### src/rtl/somador2comp_fd.sv
// somador2comp_fd: two's-complement adder datapath driven by per-step strobes.
// Each operation takes six strobes: load, magnitude, compare magnitudes,
// compare signs, add/subtract, and load result. Strobes that arrive out of
// order, or more than one strobe in a cycle, are rejected and raise the
// sticky seq_err flag.
// Optional macro SOMADOR2COMP_SUB_EN adds an 'op' input; op=1 selects A-B.
module somador2comp_fd #(
    parameter int W = 8
) (
    input  logic         clk,
    input  logic         RESET_n,
    input  logic [W-1:0] A,
    input  logic [W-1:0] B,
`ifdef SOMADOR2COMP_SUB_EN
    input  logic         op,
`endif
    input  logic         loadAB,
    input  logic         loadmagAB,
    input  logic         compmag,
    input  logic         compsigns,
    input  logic         add_sub,
    input  logic         loadres,
    output logic [W-1:0] R,
    output logic         ovf,
    output logic         valid,
    output logic         seq_err
);

    typedef enum logic [2:0] {
        ST_IDLE, ST_S1, ST_S2, ST_S3, ST_S4, ST_S5, ST_COMPLETE
    } state_t;

    // Largest negative magnitude 2^(W-1), as a W+1 bit value.
    localparam logic [W:0] HALF = {1'b0, 1'b1, {(W-1){1'b0}}};

    state_t       state_q, state_d;
    logic [W-1:0] a_q, a_d, b_q, b_d;
    logic         sa_q, sa_d, sb_q, sb_d;
    logic [W-1:0] maga_q, maga_d, magb_q, magb_d;
    logic         ge_q, ge_d, eq_q, eq_d, same_q, same_d;
    logic [W:0]   mag_q, mag_d;
    logic         sign_q, sign_d;
    logic [W-1:0] r_q, r_d;
    logic         ovf_q, ovf_d, valid_q, valid_d, seq_err_q, seq_err_d;

    logic [5:0]   strobes;
    logic [5:0]   expected;
    logic         one_hot, accept, hold_done, violation;
    logic         sb_in;

    assign strobes = {loadres, add_sub, compsigns, compmag, loadmagAB, loadAB};
    assign one_hot = (strobes != '0) && ((strobes & (strobes - 6'd1)) == '0);

`ifdef SOMADOR2COMP_SUB_EN
    // Subtraction flips B's sign; zero stays positive so -0 never appears.
    assign sb_in = (B[W-1] ^ op) && (B != '0);
`else
    assign sb_in = B[W-1];
`endif

    // Decode which strobe the tracker expects and classify this cycle's strobes.
    always_comb begin
        expected = '0;
        case (state_q)
            ST_S1:   expected = 6'b000010;
            ST_S2:   expected = 6'b000100;
            ST_S3:   expected = 6'b001000;
            ST_S4:   expected = 6'b010000;
            ST_S5:   expected = 6'b100000;
            default: expected = '0;
        endcase
        accept    = !loadAB && one_hot && (strobes == expected);
        hold_done = (state_q == ST_COMPLETE) && (strobes == 6'b100000);
        if (loadAB)
            violation = (strobes[5:1] != '0);
        else
            violation = (strobes != '0) && !accept && !hold_done;
    end

    // Next-state logic of the step tracker.
    always_comb begin
        state_d = state_q;
        if (loadAB) begin
            state_d = ST_S1;
        end else if (accept) begin
            case (state_q)
                ST_S1:   state_d = ST_S2;
                ST_S2:   state_d = ST_S3;
                ST_S3:   state_d = ST_S4;
                ST_S4:   state_d = ST_S5;
                ST_S5:   state_d = ST_COMPLETE;
                default: state_d = state_q;
            endcase
        end
    end

    // Datapath: execute the accepted step, hold everything otherwise.
    always_comb begin
        a_d       = a_q;
        b_d       = b_q;
        sa_d      = sa_q;
        sb_d      = sb_q;
        maga_d    = maga_q;
        magb_d    = magb_q;
        ge_d      = ge_q;
        eq_d      = eq_q;
        same_d    = same_q;
        mag_d     = mag_q;
        sign_d    = sign_q;
        r_d       = r_q;
        ovf_d     = ovf_q;
        valid_d   = valid_q;
        seq_err_d = seq_err_q | violation;
        if (loadAB) begin
            a_d       = A;
            b_d       = B;
            sa_d      = A[W-1];
            sb_d      = sb_in;
            valid_d   = 1'b0;
            ovf_d     = 1'b0;
            seq_err_d = violation;
        end else if (accept) begin
            case (state_q)
                ST_S1: begin
                    // Magnitude uses B's own sign bit even when sb_q was flipped.
                    maga_d = a_q[W-1] ? -a_q : a_q;
                    magb_d = b_q[W-1] ? -b_q : b_q;
                end
                ST_S2: begin
                    ge_d = (maga_q >= magb_q);
                    eq_d = (maga_q == magb_q);
                end
                ST_S3: begin
                    same_d = (sa_q == sb_q);
                end
                ST_S4: begin
                    if (same_q) begin
                        mag_d  = {1'b0, maga_q} + {1'b0, magb_q};
                        sign_d = sa_q;
                    end else if (eq_q) begin
                        mag_d  = '0;
                        sign_d = 1'b0;
                    end else if (ge_q) begin
                        mag_d  = {1'b0, maga_q - magb_q};
                        sign_d = sa_q;
                    end else begin
                        mag_d  = {1'b0, magb_q - maga_q};
                        sign_d = sb_q;
                    end
                end
                ST_S5: begin
                    r_d     = sign_q ? -mag_q[W-1:0] : mag_q[W-1:0];
                    ovf_d   = sign_q ? (mag_q > HALF) : (mag_q >= HALF);
                    valid_d = 1'b1;
                end
                default: ;
            endcase
        end
    end

    // State and datapath registers with asynchronous active-low clear.
    always_ff @(posedge clk or negedge RESET_n) begin
        if (!RESET_n) begin
            state_q   <= ST_IDLE;
            a_q       <= '0;
            b_q       <= '0;
            sa_q      <= 1'b0;
            sb_q      <= 1'b0;
            maga_q    <= '0;
            magb_q    <= '0;
            ge_q      <= 1'b0;
            eq_q      <= 1'b0;
            same_q    <= 1'b0;
            mag_q     <= '0;
            sign_q    <= 1'b0;
            r_q       <= '0;
            ovf_q     <= 1'b0;
            valid_q   <= 1'b0;
            seq_err_q <= 1'b0;
        end else begin
            state_q   <= state_d;
            a_q       <= a_d;
            b_q       <= b_d;
            sa_q      <= sa_d;
            sb_q      <= sb_d;
            maga_q    <= maga_d;
            magb_q    <= magb_d;
            ge_q      <= ge_d;
            eq_q      <= eq_d;
            same_q    <= same_d;
            mag_q     <= mag_d;
            sign_q    <= sign_d;
            r_q       <= r_d;
            ovf_q     <= ovf_d;
            valid_q   <= valid_d;
            seq_err_q <= seq_err_d;
        end
    end

    // Outputs come straight from registers.
    always_comb begin
        R       = r_q;
        ovf     = ovf_q;
        valid   = valid_q;
        seq_err = seq_err_q;
    end

endmodule
### config.mk
export PLATFORM = sky130hd
export DESIGN_NAME = somador2comp_fd
export DESIGN_NICKNAME = d
export VERILOG_FILES = /design/src/rtl/somador2comp_fd.sv
export SDC_FILE = /design/constraint.sdc
export NUM_CORES = 1
export LEC_CHECK = 0
export CORE_MARGIN = 1.5
export CORE_UTILIZATION = 53
export DETAILED_ROUTE_END_ITERATION = 10
export PLACE_DENSITY = 0.84
export SYNTH_ARGS = -nofsm -noshare
export SYNTH_HDL_FRONTEND = slang
export SYNTH_SLANG_ARGS = --single-unit
### constraint.sdc
create_clock -name clk -period 2.3 [get_ports clk]
set_input_delay 0.69 -clock clk [delete_from_list [all_inputs] [get_ports clk]]
set_output_delay 0.69 -clock clk [all_outputs]
set_load 0.01 [all_outputs]
* Word-level counts from Yosys, hierarchy flattened *
Cells that the tools add are included.

cells by class
  equal/unequal tests = 10
  $lt $le $gt $ge = 3
  bitwise logic cells = 3
  reductions and logical operators = 22
  add/subtract/negate cells = 7
  multiplexer cells = 22

operators by type and width
  operator                                                       count
  2-to-1 mux 8 bit                                               5
  case mux 6 bit (5 select lines)                                1
  negator 8 bit                                                  3
  subtractor 8 bit                                               2
  case mux 3 bit (5 select lines)                                1
  AND reduction 3 bit                                            5
  2-to-1 mux 1 bit                                               12
  nonzero test 6 bit                                             2
  adder 8 x 8 -> 9 bit                                           1
  equality test 3 bit, second input constant                     3
  >= comparator 9 x 8 -> 1 bit, second input constant            1
  greater-than comparator 9 x 8 -> 1 bit, second input constant  1
  2-to-1 mux 9 bit                                               1
  equality test 8 bit                                            1
  >= comparator 8 bit                                            1
  bitwise AND 6 bit                                              1
  equality test 3 x 2 -> 1 bit, second input constant            2
  equality test 6 bit                                            1
  equality test 6 bit, second input constant                     1
  logical AND 1 bit                                              6
  logical NOT 6 bit                                              1
  2-to-1 mux 3 bit                                               2
  subtractor 6 x 1 -> 6 bit, second input constant               1
  nonzero test 5 bit                                             1
  7 further kinds                                                11

word-level totals
  word-level logic and storage cells = 83
  flip-flop bits (word level) = 61
  bits of input ports = 24
  output and inout port bits = 11

* Logic depth before layout (Yosys ltp) *
  depth after elaboration = 12
  mapped depth = 11
  depth with buffers taken out = 10

* Worst setup path after synthesis *
OpenSTA, ideal clock, no wires.

  path type = reg-to-reg
  start point = register state_q[1]
  end point = register mag_q[7]
  path buffers = 2
  library setup time = 0.126 ns
  required time = 2.174 ns
  path slack = -0.218 ns
  clock period less this slack = 2.518 ns
  arrival time = 2.392 ns
  stages on the path, launching flop included = 11
  cells stage by stage = dfrtp_1 > buf_6 > inv_1 > ha_1 > nor4b_1 > xor2_1 > nor4_2 > and3_1 > buf_6 > nand3_2 > o32a_1

on the way
  word-level cells in the longest chain between the ends = 5
  elaborated cells on any way between the ends = 9
  classes of those cells = eq/ne: 6; mux: 1; reduce/logical: 2

RTL lines
  what                                               line  RTL
  start, declared                                    36    state_t state_q, state_d;
  start signal, assigned                             181   state_q <= state_d;
  equality test 3 bit, or another cell as far along  64    case (state_q)
  case mux 6 bit (5 select lines)                    64
  equality test 6 bit                                72    accept = !loadAB && one_hot && (strobes == expected);
  logical AND 1 bit                                  72
  AND reduction 3 bit (no line) *                    n/a
  end signal, assigned                               191   mag_q <= mag_d;
  end, declared                                      41    logic [W:0] mag_q, mag_d;

Every way passes the cells marked *; elsewhere a longest branch is shown, timed or not.
A chain may end at the register's enable or synchronous reset.

* Final worst setup path *
  start point = input loadmagAB
  end point = register ovf_q (netlist: ovf)

on the way
  word-level cells in the longest chain between the ends = 8
  elaborated cells on any way between the ends = 10
  classes of those cells = add/sub: 1; eq/ne: 1; bitwise: 1; reduce/logical: 7

RTL lines
  what                             line  RTL
  start, declared                  18    input logic loadmagAB,
  subtractor 6 x 1 -> 6 bit        52    assign one_hot = (strobes != '0) && ((strobes & (strobes - 6'd1)) == '0);
  bitwise AND 6 bit                52
  logical NOT 6 bit                52
  logical AND 1 bit                52
  logical AND 1 bit                72
  logical AND 1 bit *              72
  nonzero test 2 bit (no line) *   n/a
  AND reduction 2 bit (no line) *  n/a
  end signal, assigned             194   ovf_q <= ovf_d;
  end, declared                    44    logic ovf_q, ovf_d, valid_q, valid_d, seq_err_q, seq_err_d;

Marks and branches as above.

==> run summary <==
The run finished with clean final reports. The maximum count of clock buffers along a single path came out at 2. The final worst slack is 0.0271 ns.

The first global-routing pass estimated 13,900 microns of wire. The cell family contributing the most delay on the critical path is simple AND/OR/NAND/NOR gates. The total standard cell area after synthesis came out at around 0.0039 sq mm.

The share of post-route cells with drive strength above 1 is 0.193. The total grt overflow came out at 0. The combinational family with the most area after synthesis is simple AND/OR/NAND/NOR gates. The met1 demand-to-capacity share in global routing came out at 0.264. The worst setup skew after layout came out at between 0.006 and 0.007 ns. Sorting the synthesized cells by area gives the leading types as sky130_fd_sc_hd__dfrtp_1 (38%), sky130_fd_sc_hd__ha_1 (8.9%), sky130_fd_sc_hd__a21oi_1 (4.5%), sky130_fd_sc_hd__mux2_2 (4.3%), sky130_fd_sc_hd__nand2_1 (3.9%).

The gate count after technology mapping came out at 431. Setup repair after global routing could not meet its margin everywhere. The compound-gate portion of the synthesized area is 0.166. Of the total power, the share spent switching nets is 0.321.

For this run, global-route usage on met2 was measured as 0.415. For this run, the total global-route usage over all layers was measured as 0.232. Of the total power, combinational logic draws 0.327. The xor/xnor share of the synthesized area is 0.0646. The cell leakage power came out at 2.13 nW. The first detailed-routing pass ran for 5 iterations. The net total in the final layout came out at 537. The cell sitting at the root of the clock tree is a sky130_fd_sc_hd__clkbuf_8. The worst setup path is launched from an input port. The setup path with the least slack is of type in2reg.

The number of hold-repair buffers added at the cts stage is 0. After global routing, the most crowded layer is met2. The HPWL after detailed placement came out at between 6000 and 7000 microns. The number of buffer cells added on primary ports is 34. Dividing total power by cell area gives a power density of 666 mW/mm^2. Of the total power, the clock network draws 0.311. The endpoint class of the critical path is a flip-flop. The max-cap check violation count is 0. The total of flip-flops plus latches after synthesis came out at just under 60. Of the total power, registers draw 0.361. The die outline height came out at 89.1 microns. The longest individual stage delay on the worst path is 0.46 ns. The count of standard-cell rows came out at 31. The initial antenna violation count is 0. The share of the clock period used by the worst path came out at 0.988. The top cell type's share of synthesized area came out at 0.376. The simple-gate share of the synthesized area came out at 0.169. Along the worst path, the maximum fanout reaches 5. The met3 usage in global routing is 0.0545. The synthesized area divided by synthesized cell count is between 9 and 10 sq um.

The first routing iteration left 219 violations. The final-layout fill cell count is between 500 and 600. The floorplan step defined a die boundary enclosing about 0.0079 sq mm.

The floorplan step defined a core boundary enclosing about 0.0072 sq mm. Routability-driven placement finished with a final weighted congestion of 0.903. The number of distinct library cells after synthesis came out at 57.

The total wire length after detailed routing is 8660 microns. The routed layout has 3,285 vias. Among all stages on the critical path, the largest delay is contributed by sky130_fd_sc_hd__or4_4. At the later pin of the worst-skew pair, clock insertion delay measures 0.35 ns. For the worst setup path, the data arrival time is between 2 and 3 ns. Total power for the finished layout comes to between 0.003 and 0.004 W. TritonCTS built the clock tree. Setup violations remaining at the end of the flow were counted as 0. The average detailed-routed wire length per instance is roughly 15 microns.

The setup slack at placement came out at -0.534 ns. Summed over all instances, the cell type with the most area after synthesis is sky130_fd_sc_hd__dfrtp_1. The horizontal die dimension came out at 89.1 microns. The maximum frequency from static timing analysis came out at 440 MHz. The number of hold violations in the final report is 0.

The data required time of the critical path is around 2.5 ns. The number of pins exceeding their max-slew limit in the final report is 0. The relative max-transition margin came out at 0.551. The layout overhead on the synthesized area came out at 24.1%. The I/O pin count is 35.

The clock transition at the register clock pins on the worst setup and hold paths after CTS is ~0.060 ns. The final cell count without fillers is approximately 590. The minimum period implied by the final worst setup slack is 2.27 ns. The multiplexer share of the synthesized area is 0.0608. The via count of the first global-routing pass came out at 3,170.

The library cell with the highest instance count after synthesis is sky130_fd_sc_hd__dfrtp_1. The pin slew with the least headroom to its limit came out at 0.674 ns. The switching power came out at approximately 0.0010 W.

During synthesis, Yosys emitted a total of 0 warnings. The adder-cell area share of the yosys netlist came out at 0.104. Counting both buffers and inverters, the worst setup path holds a total of 2.

The remaining routing DRC violations came out at 0. The number of nets with antenna violations after routing came out at 0. The number of nets handed over by synthesis was just under 500.

The number of antenna diodes in the final layout is 0. In the synthesized netlist the dominant register cell turns out to be sky130_fd_sc_hd__dfrtp_1. The number of H-tree levels is 3. After detailed placement, the design holds a cell count of 568. The post-route setup TNS came out at 0 ns.

The starting density of the core came out at 0.545. The signal on the critical path passes through clkdlybuf4s50_1 > or4_4 > o21ai_2 > o221a_4 > and2_4 > buf_4 > a21oi_1 > nor3_1. The clock buffer count from CTS is 9. The share of synthesized area occupied by flip-flops and latches came out at 0.376.

The clock drives 59 sinks. The maximum number of pins on one net before global-route repair came out at 33. The number of enable flip-flop cells after synthesis is 0. In the synthesized netlist the async set-or-reset flop fraction comes to 1.00. The detail-routed via count per cell came out at 5.61.

The cell-internal power is 0.00220 W. Across the VDD grid, the largest voltage drop is ~490 uV. By count the netlist is led by sky130_fd_sc_hd__dfrtp_1 (59), sky130_fd_sc_hd__nand2_1 (41), sky130_fd_sc_hd__a21oi_1 (35). The tightest min-delay check is of the in2async type.
==> worst register-to-register path, cell delays in order (launching register included) <==
cell,delay [ns]
sky130_fd_sc_hd__dfrtp_1,0.41
sky130_fd_sc_hd__ha_4,0.30
sky130_fd_sc_hd__nor4b_4,0.25
sky130_fd_sc_hd__xor2_1,0.15
sky130_fd_sc_hd__nor4_4,0.35
sky130_fd_sc_hd__and2_4,0.24
sky130_fd_sc_hd__buf_4,0.13
sky130_fd_sc_hd__a21oi_1,0.07
sky130_fd_sc_hd__nor3_1,0.26
==> sequential cells by signal, indices dropped and copies added, names as in the netlist, 3 cells and up <==
register  cells
R             8
mag_q         9
magb_q        8
a_q           8
b_q           8
state_q       3
maga_q        8
==> timing repair <==
action | in CTS | in global routing
pin swaps | 3 | 11
setup buffers | 1 | 1
resized for setup | 8 | 26
endpoints found under the setup margin | 19 | 40
==> power groups by stage <==
stage          Combinational, W  Clock [W]  Sequential (W)
2_1_floorplan          0.000693          0         0.00117
3_3_place_gp           0.000958          0         0.00119
3_5_place_dp           0.000981          0         0.00119
4_1_cts                0.000990    0.00103         0.00117
5_1_grt                 0.00117    0.00108         0.00119
6_report                0.00106    0.00101         0.00117
==> layer usage <==
| layer | part of all wire | vias to the layer above | wire (microns) |
|---|---|---|---|
| li1 | - | 1604 | - |
| met1 | 0.41 | 1557 | 3560 |
| met2 | 0.52 | 106 | 4490 |
| met3 | 0.051 | 18 | 443 |
| met4 | 0.020 | 0 | 169 |
| met5 | 0 | - | 0 |
==> area by class of cell <==
| class | instances | area [sq um] | area share |
|---|---|---|---|
| clock buffer | 10 | 128 | 0.0262 |
| clock inverter | 6 | 80.1 | 0.0164 |
| inverter | 32 | 123 | 0.0251 |
| multi-input combinational | 316 | 2370 | 0.486 |
| sequential | 59 | 1480 | 0.303 |
| tap | 99 | 124 | 0.0254 |
| timing repair buffer | 64 | 576 | 0.118 |
==> cell usage in the layout (no fill, tap or decap), types with 17 or more instances in the layout <==
master	synthesis	final
sky130_fd_sc_hd__xnor2_1	17	17
sky130_fd_sc_hd__ha_1	28	25
sky130_fd_sc_hd__nor2_1	28	27
sky130_fd_sc_hd__nand2_1	41	41
sky130_fd_sc_hd__o21ai_0	29	28
sky130_fd_sc_hd__buf_4	1	28
sky130_fd_sc_hd__inv_1	32	30
sky130_fd_sc_hd__dfrtp_1	59	59
sky130_fd_sc_hd__clkdlybuf4s50_1	0	29
sky130_fd_sc_hd__a21oi_1	35	31
==> logic make-up after synthesis <==
family                   after synthesis
multiplexers                          22
adder cells (fa/ha/maj)               31
AO/OA/AOI/OAI                        106
buffers and inverters                 56
XOR/XNOR                              29
AND/OR/NAND/NOR                      128
flip-flops                            59
==> path summary, 6_finish.rpt <==
kind / startpoint / end / slack, ns / depth (start not counted)
max: loadmagAB / ovf / 0.03 / 8
min: RESET_n / state_q[0] / 0.33 / 1
max reg2reg: state_q[2] / ovf / 0.04 / 8
min reg2reg: R[7] / R[7] / 0.48 / 2
max in group asynchronous: RESET_n / maga_q[2] / 1.37 / 2
min in group clk: R[7] / R[7] / 0.48 / 2
==> through the flow <==
| stage | hold WS [ns] | util | area [sq um] |
|---|---|---|---|
| floorplan | 0.394 | - | 3960 |
| finish | 0.331 | 0.676 | 4880 |
| detailed placement | 0.474 | 0.628 | 4530 |
| CTS | 0.344 | 0.659 | 4760 |
| global route | 0.366 | 0.676 | 4880 |
| global placement | 0.461 | 0.628 | 4530 |
No activity file was read; power rests on OpenSTA's default activity.
